### src/rtl/linha_pkg.sv
// Shared definitions for the bottling line: master FSM state encoding, route step codes and
// conveyor destination codes (the destination codes are also used by the conveyor sensor mux).
package linha_pkg;

  typedef enum logic [2:0] {
    StIdle   = 3'd0,
    StReq    = 3'd1,
    StRel    = 3'd2,
    StAlarme = 3'd3,
    StErro   = 3'd4
  } estado_e;

  // Route steps for one bottle, walked in ascending order
  localparam logic [2:0] PASSO_MOVER_ENCH  = 3'd0;
  localparam logic [2:0] PASSO_ENCHER      = 3'd1;
  localparam logic [2:0] PASSO_MOVER_VED   = 3'd2;
  localparam logic [2:0] PASSO_VEDAR       = 3'd3;
  localparam logic [2:0] PASSO_MOVER_SAIDA = 3'd4;

  // Conveyor destinations
  localparam logic [1:0] DEST_ENCH  = 2'd0;
  localparam logic [1:0] DEST_VED   = 2'd1;
  localparam logic [1:0] DEST_SAIDA = 2'd2;

  function automatic logic passo_e_mover(logic [2:0] passo);
    return (passo == PASSO_MOVER_ENCH) || (passo == PASSO_MOVER_VED) ||
           (passo == PASSO_MOVER_SAIDA);
  endfunction

  function automatic logic [1:0] destino_do_passo(logic [2:0] passo);
    logic [1:0] dest;
    case (passo)
      PASSO_MOVER_VED:   dest = DEST_VED;
      PASSO_MOVER_SAIDA: dest = DEST_SAIDA;
      default:           dest = DEST_ENCH;
    endcase
    return dest;
  endfunction

endpackage

### src/rtl/hs_watchdog.sv
// Handshake watchdog: counts cycles while enabled, restarts on clear, and flags expiry once
// Limit cycles have elapsed since the last clear. Saturates at expiry.
module hs_watchdog #(
  parameter int unsigned Limit = 20
) (
  input  logic clk_i,
  input  logic rst_i,
  input  logic clr_i,
  input  logic en_i,
  output logic expired_o
);

  logic [31:0] cnt_q, cnt_d;

  // Expiry is flagged one cycle early so the owner leaves on the Limit-th edge
  assign expired_o = (cnt_q >= (Limit - 32'd1));

  // Next count: clear wins over counting; hold once expired
  always_comb begin
    cnt_d = cnt_q;
    if (clr_i) begin
      cnt_d = '0;
    end else if (en_i && !expired_o) begin
      cnt_d = cnt_q + 32'd1;
    end
  end

  // Counter register with synchronous reset
  always_ff @(posedge clk_i) begin
    if (rst_i) begin
      cnt_q <= '0;
    end else begin
      cnt_q <= cnt_d;
    end
  end

endmodule

### src/rtl/fsm_mestre.sv
// Master sequencer for the bottling line. Initiator of the four-phase command/completion
// handshake towards the conveyor, filler and capper. Route per bottle: move to filler, fill,
// move to capper, cap, move to exit. Optional handshake watchdog under FSM_MESTRE_TIMEOUT_EN.
module fsm_mestre
  import linha_pkg::*;
#(
  parameter int unsigned CNT_W          = 8,
  parameter int unsigned TIMEOUT_CYCLES = 500_000_000
) (
  input  logic             clk,
  input  logic             reset,
  input  logic             start,
  input  logic             alarme_rolha,
  input  logic             esteira_concluida,
  input  logic             enchimento_concluido,
  input  logic             vedacao_concluida,
  output logic             cmd_mover,
  output logic [1:0]       destino_sel,
  output logic             cmd_encher,
  output logic             cmd_vedar,
  output logic [CNT_W-1:0] garrafas_cnt,
  output logic             ocupado,
  output logic             erro_timeout
);

  estado_e          state_q, state_d;
  logic [2:0]       step_q, step_d;
  logic [CNT_W-1:0] cnt_q, cnt_d;
  logic             cmd_mover_q, cmd_mover_d;
  logic             cmd_encher_q, cmd_encher_d;
  logic             cmd_vedar_q, cmd_vedar_d;
  logic [1:0]       destino_q, destino_d;
  logic             ocupado_q, ocupado_d;
  logic             erro_q, erro_d;
  logic             done_sel;
  logic             expirado;

`ifdef FSM_MESTRE_TIMEOUT_EN
  logic wd_clr, wd_en;

  assign wd_en  = (state_q == StReq) || (state_q == StRel);
  assign wd_clr = ((state_d == StReq) || (state_d == StRel)) && (state_d != state_q);

  hs_watchdog #(
    .Limit (TIMEOUT_CYCLES)
  ) u_hs_watchdog (
    .clk_i     (clk),
    .rst_i     (reset),
    .clr_i     (wd_clr),
    .en_i      (wd_en),
    .expired_o (expirado)
  );
`else
  // No watchdog: never expires (the term only keeps TIMEOUT_CYCLES referenced)
  assign expirado = 1'b0 & (TIMEOUT_CYCLES == 0);
`endif

  // Completion input of the slave addressed by the current step
  always_comb begin
    done_sel = esteira_concluida;
    case (step_q)
      PASSO_ENCHER: done_sel = enchimento_concluido;
      PASSO_VEDAR:  done_sel = vedacao_concluida;
      default:      done_sel = esteira_concluida;
    endcase
  end

  // Next state, step and bottle count
  always_comb begin
    state_d = state_q;
    step_d  = step_q;
    cnt_d   = cnt_q;
    unique case (state_q)
      StIdle: begin
        if (start && !alarme_rolha) begin
          state_d = StReq;
          step_d  = PASSO_MOVER_ENCH;
        end
      end
      StReq: begin
        if (expirado) begin
          state_d = StErro;
        end else if (alarme_rolha) begin
          state_d = StAlarme;
        end else if (done_sel) begin
          state_d = StRel;
        end
      end
      StRel: begin
        if (expirado) begin
          state_d = StErro;
        end else if (!done_sel) begin
          if (step_q == PASSO_MOVER_SAIDA) begin
            state_d = StIdle;
            step_d  = PASSO_MOVER_ENCH;
            cnt_d   = cnt_q + CNT_W'(1);
          end else begin
            state_d = StReq;
            step_d  = step_q + 3'd1;
          end
        end
      end
      StAlarme: begin
        if (!alarme_rolha && !esteira_concluida && !enchimento_concluido &&
            !vedacao_concluida) begin
          state_d = StIdle;
          step_d  = PASSO_MOVER_ENCH;
        end
      end
      StErro: begin
        state_d = StErro;
      end
      default: begin
        state_d = StIdle;
        step_d  = PASSO_MOVER_ENCH;
      end
    endcase
  end

  // Output decode from the next state so the registered outputs track the state register
  always_comb begin
    cmd_mover_d  = (state_d == StReq) && passo_e_mover(step_d);
    cmd_encher_d = (state_d == StReq) && (step_d == PASSO_ENCHER);
    cmd_vedar_d  = (state_d == StReq) && (step_d == PASSO_VEDAR);
    ocupado_d    = (state_d != StIdle);
    erro_d       = (state_d == StErro);
    destino_d    = destino_q;
    if ((state_d == StIdle) || (state_d == StAlarme) || (state_d == StErro)) begin
      destino_d = DEST_ENCH;
    end else if ((state_d == StReq) && passo_e_mover(step_d)) begin
      destino_d = destino_do_passo(step_d);
    end
  end

  // State, step, counter and registered outputs with synchronous reset
  always_ff @(posedge clk) begin
    if (reset) begin
      state_q      <= StIdle;
      step_q       <= PASSO_MOVER_ENCH;
      cnt_q        <= '0;
      cmd_mover_q  <= 1'b0;
      cmd_encher_q <= 1'b0;
      cmd_vedar_q  <= 1'b0;
      destino_q    <= DEST_ENCH;
      ocupado_q    <= 1'b0;
      erro_q       <= 1'b0;
    end else begin
      state_q      <= state_d;
      step_q       <= step_d;
      cnt_q        <= cnt_d;
      cmd_mover_q  <= cmd_mover_d;
      cmd_encher_q <= cmd_encher_d;
      cmd_vedar_q  <= cmd_vedar_d;
      destino_q    <= destino_d;
      ocupado_q    <= ocupado_d;
      erro_q       <= erro_d;
    end
  end

  assign cmd_mover    = cmd_mover_q;
  assign cmd_encher   = cmd_encher_q;
  assign cmd_vedar    = cmd_vedar_q;
  assign destino_sel  = destino_q;
  assign garrafas_cnt = cnt_q;
  assign ocupado      = ocupado_q;
  assign erro_timeout = erro_q;

endmodule

### config.mk
export PLATFORM = sky130hd
export DESIGN_NAME = fsm_mestre
export DESIGN_NICKNAME = d
export VERILOG_FILES = /design/src/rtl/linha_pkg.sv /design/src/rtl/hs_watchdog.sv /design/src/rtl/fsm_mestre.sv
export SDC_FILE = /design/constraint.sdc
export NUM_CORES = 1
export LEC_CHECK = 0
export ABC_AREA = 1
export CAP_MARGIN = 10
export CORE_ASPECT_RATIO = 0.6
export CORE_MARGIN = 5
export CORE_UTILIZATION = 38
export CTS_CLUSTER_SIZE = 8
export DETAILED_ROUTE_END_ITERATION = 8
export REMOVE_ABC_BUFFERS = 1
export SYNTH_ARGS = -nofsm -noshare
export SYNTH_HDL_FRONTEND = slang
export SYNTH_SLANG_ARGS = --single-unit
### constraint.sdc
create_clock -name clk -period 3.4 [get_ports clk]
set_input_delay 0.68 -clock clk [delete_from_list [all_inputs] [get_ports clk]]
set_output_delay 0.68 -clock clk [all_outputs]
set_load 0.05 [all_outputs]
==> results.sh <==
export IMPL_viasPerCell=4.715
export IMPL_whs_endpoint="garrafas_cnt[5]"
export IMPL_wl_per_cell_um=11.12
export IMPL_clk_path_buf_depth=2
export IMPL_r2r_slack_ps=1440
export IMPL_synth_mux_area_share_pct=0
export IMPL_area_growth_pct=24.85
export IMPL_clock_root_buffer="clkbuf_8"
export IMPL_reg2reg_depth=13
export IMPL_syn_area_mm2=0.001269
export IMPL_grtUsageTotal_pct=12.80
export IMPL_synth_distinct_cells=24
export IMPL_cp_cell_sequence="clkdlybuf4s50_1"
export IMPL_cp_max_fo=6
export IMPL_synth_top_area_share_pct=33.14
export IMPL_hold_depth=2
export IMPL_drive_above_1_share_pct=18.63
export IMPL_fin_ws_ps=1195
export IMPL_hold_viol=0
export IMPL_yosys_top_cells_count="37 x nand2_1, 26 x inv_1, 21 x dfxtp_1"
export IMPL_setup_violations=0
export IMPL_synth_xor_area_share_pct=0
export IMPL_cts_tree="yes"
export IMPL_dp_hpwl_mm=2.318
export IMPL_critPathLaunchType="flip-flop"
export IMPL_clock_sinks=21
export IMPL_rsz0062_at_grt="false"
export IMPL_crit_arrival_ps=1520
export IMPL_cts_resized=0
export IMPL_status="complete, no violations"
export IMPL_antenna_cells=0
export IMPL_synth_seq_cells=21
export IMPL_drc_errors=0
export IMPL_synthFlopType="dfxtp_1"
export IMPL_clk_pin_slew_ps=70
export IMPL_hold_slack_ps=466.5
export IMPL_fin_cells=249
export IMPL_fp_row_count=16
export IMPL_crit_type="reg2out"
export IMPL_synth_simple_area_share_pct=44.97
export IMPL_fin_setup_tns_ps=0
export IMPL_endpoint_kind="output port"
export IMPL_cp_required_ps=2720
export IMPL_finalCriticalPeriod_ps=2205
export IMPL_synth_top_area_cell="dfxtp_1"
export IMPL_period_share_pct=64.84
export IMPL_grt_pass1_vias=1040
export IMPL_synth_top_family_by_area="simple AND/OR/NAND/NOR gates"
export IMPL_drtIter0Drc=67
export IMPL_synth_fa_ha_area_share_pct=4.931
export IMPL_via_count=1174
export IMPL_clk_latency_ps=250
export IMPL_powerDensity_mw_per_mm2=332.1
export IMPL_relSlewSlack_pct=65.73
export IMPL_timing_fmax_mhz=453.6
export IMPL_worstHoldStart="garrafas_cnt[5]"
export IMPL_ios=22
export IMPL_htreeDepth=1
export IMPL_yosysMostFrequentCell="nand2_1"
export IMPL_die_width_um=84.60
export IMPL_antenna_found_initial=0
export IMPL_cts_buffers=3
export IMPL_max_stage_delay_ps=850
export IMPL_ant_nets=0
export IMPL_async_reset_ff_share_pct=0
export IMPL_tightest_slew_ps=512.5
export IMPL_grt_pass1_wl_mm=4.678
export IMPL_synth_edf_count=0
export IMPL_dpl_cell_count=245
export IMPL_cpMaxStageDelayCell="clkdlybuf4s50_1"
export IMPL_cp_num_buf_inv=1
export IMPL_preCtsSetupSlack_ps=1063
export IMPL_r2r_end="destino_sel[0]"
export IMPL_core_mm2=0.003243
export IMPL_start_util_pct=39.12
export IMPL_cts_setup_buffers=0
export IMPL_drt_total_wl_mm=2.769
export IMPL_worst_ir_drop_vdd_mv=0.1889
export IMPL_critical_path_top_delay_family="buffers and inverters"
export IMPL_dr_pass1_iters=4
export IMPL_overflow=0
export IMPL_cap_violations=0
export IMPL_die_area_mm2=0.004632
export IMPL_synthCells=179
export IMPL_r2r_start="step_q[0]"
export IMPL_holdCritPathClass="reg2reg"
export IMPL_ys_seq_area_share_pct=33.14
export IMPL_port_buffer_count=21
export IMPL_synth_warnings=0
export IMPL_synth_compound_area_share_pct=6.903
export IMPL_finClkSkew_ps=2.227
export IMPL_cts_hold_repair_buffers=0
export IMPL_avgSynthCellArea_um2=7.088
export IMPL_leakagePower_nw=0.6922
export IMPL_grt_max_degree=15
export IMPL_synth_area_leaders="dfxtp_1 33%, nand2_1 11%, inv_1 7.7%"
export IMPL_gp_congestion=0.8243
export IMPL_finalMaxSlewViolations=0
export IMPL_finalNetCount=217
export IMPL_die_h_um=54.76
## power by group
group          internal (mW)  total, mW  switching [mW]
clock                 0.0832      0.156          0.0730
sequential             0.253      0.260         0.00669
combinational         0.0383      0.110          0.0718
## registers in the layout, indices dropped and copies added (netlist names), 2 cells and up
name / count
step_q: 3
destino_sel: 2
state_q: 3
garrafas_cnt: 8
## how the worst max path moves through the flow
stage / slack, ps / start / cells after the start / to
after global routing: 1140 / esteira_concluida / 13 / destino_sel[0]
after floorplan: 1680 / step_q[0] / 10 / garrafas_cnt[4]
final: 1200 / garrafas_cnt[3] / 1 / garrafas_cnt[3]
after CTS: 1190 / garrafas_cnt[3] / 1 / garrafas_cnt[3]
after detailed placement: 1060 / esteira_concluida / 13 / destino_sel[0]
after global placement: 1080 / esteira_concluida / 13 / destino_sel[1]
## cells by family after synthesis
logic type               count (synthesis)
AO/OA/AOI/OAI                           16
adder cells (fa/ha/maj)                  5
buffers and inverters                   34
flip-flops                              21
AND/OR/NAND/NOR                        103
## final cells by class
class,count,area (µm²)
timing repair buffer,22,217.7
multi-input combinational,124,720.7
clock buffer,4,45.04
fill,319,1659
inverter,33,123.9
sequential,21,420.4
tap,45,56.30
## cell usage in the layout, fill, tap and decap left out, drive strengths merged
master	netlist	layout
nor2	27	27
a21oi	5	5
nand4	6	6
clkdlybuf4s50	0	21
o21ai	11	11
clkbuf	1	4
nor3	5	5
dfxtp	21	21
inv	33	33
buf	0	1
and3	1	1
nand3	18	18
ha	5	5
nand2	42	42
nor3b	3	3
nor4	1	1
## metrics by stage
step                power [mW]  util (%)  cell area (µm²)
floorplan               0.3422         -             1265
global placement        0.3742     47.45             1539
detailed placement      0.3759     47.45             1539
CTS                     0.5314     48.84             1584
global route            0.5580     48.84             1584
finish                  0.5260     48.84             1584
## worst register-to-register path: stages (launching register included)
cell and delay [ps]:
dfxtp_1 360, ha_1 220, ha_1 210, nand2_1 170, nand2_1 90, nor2_2 100
nand3_1 120, nand2_2 110, nor2_4 50, nand2_1 50, nand2_1 60, nor2_2 150
nand2_1 90, nor2_2 120
## metal layers
metal	vias to the layer above	GRT usage (%)	share of wire, %
li1	616	-	-
met1	524	18.73	54
met2	34	18.96	40
met3	0	4.211	6.3
met4	0	0.7895	0
met5	-	0	0
Power figures use the tool's default switching activity.
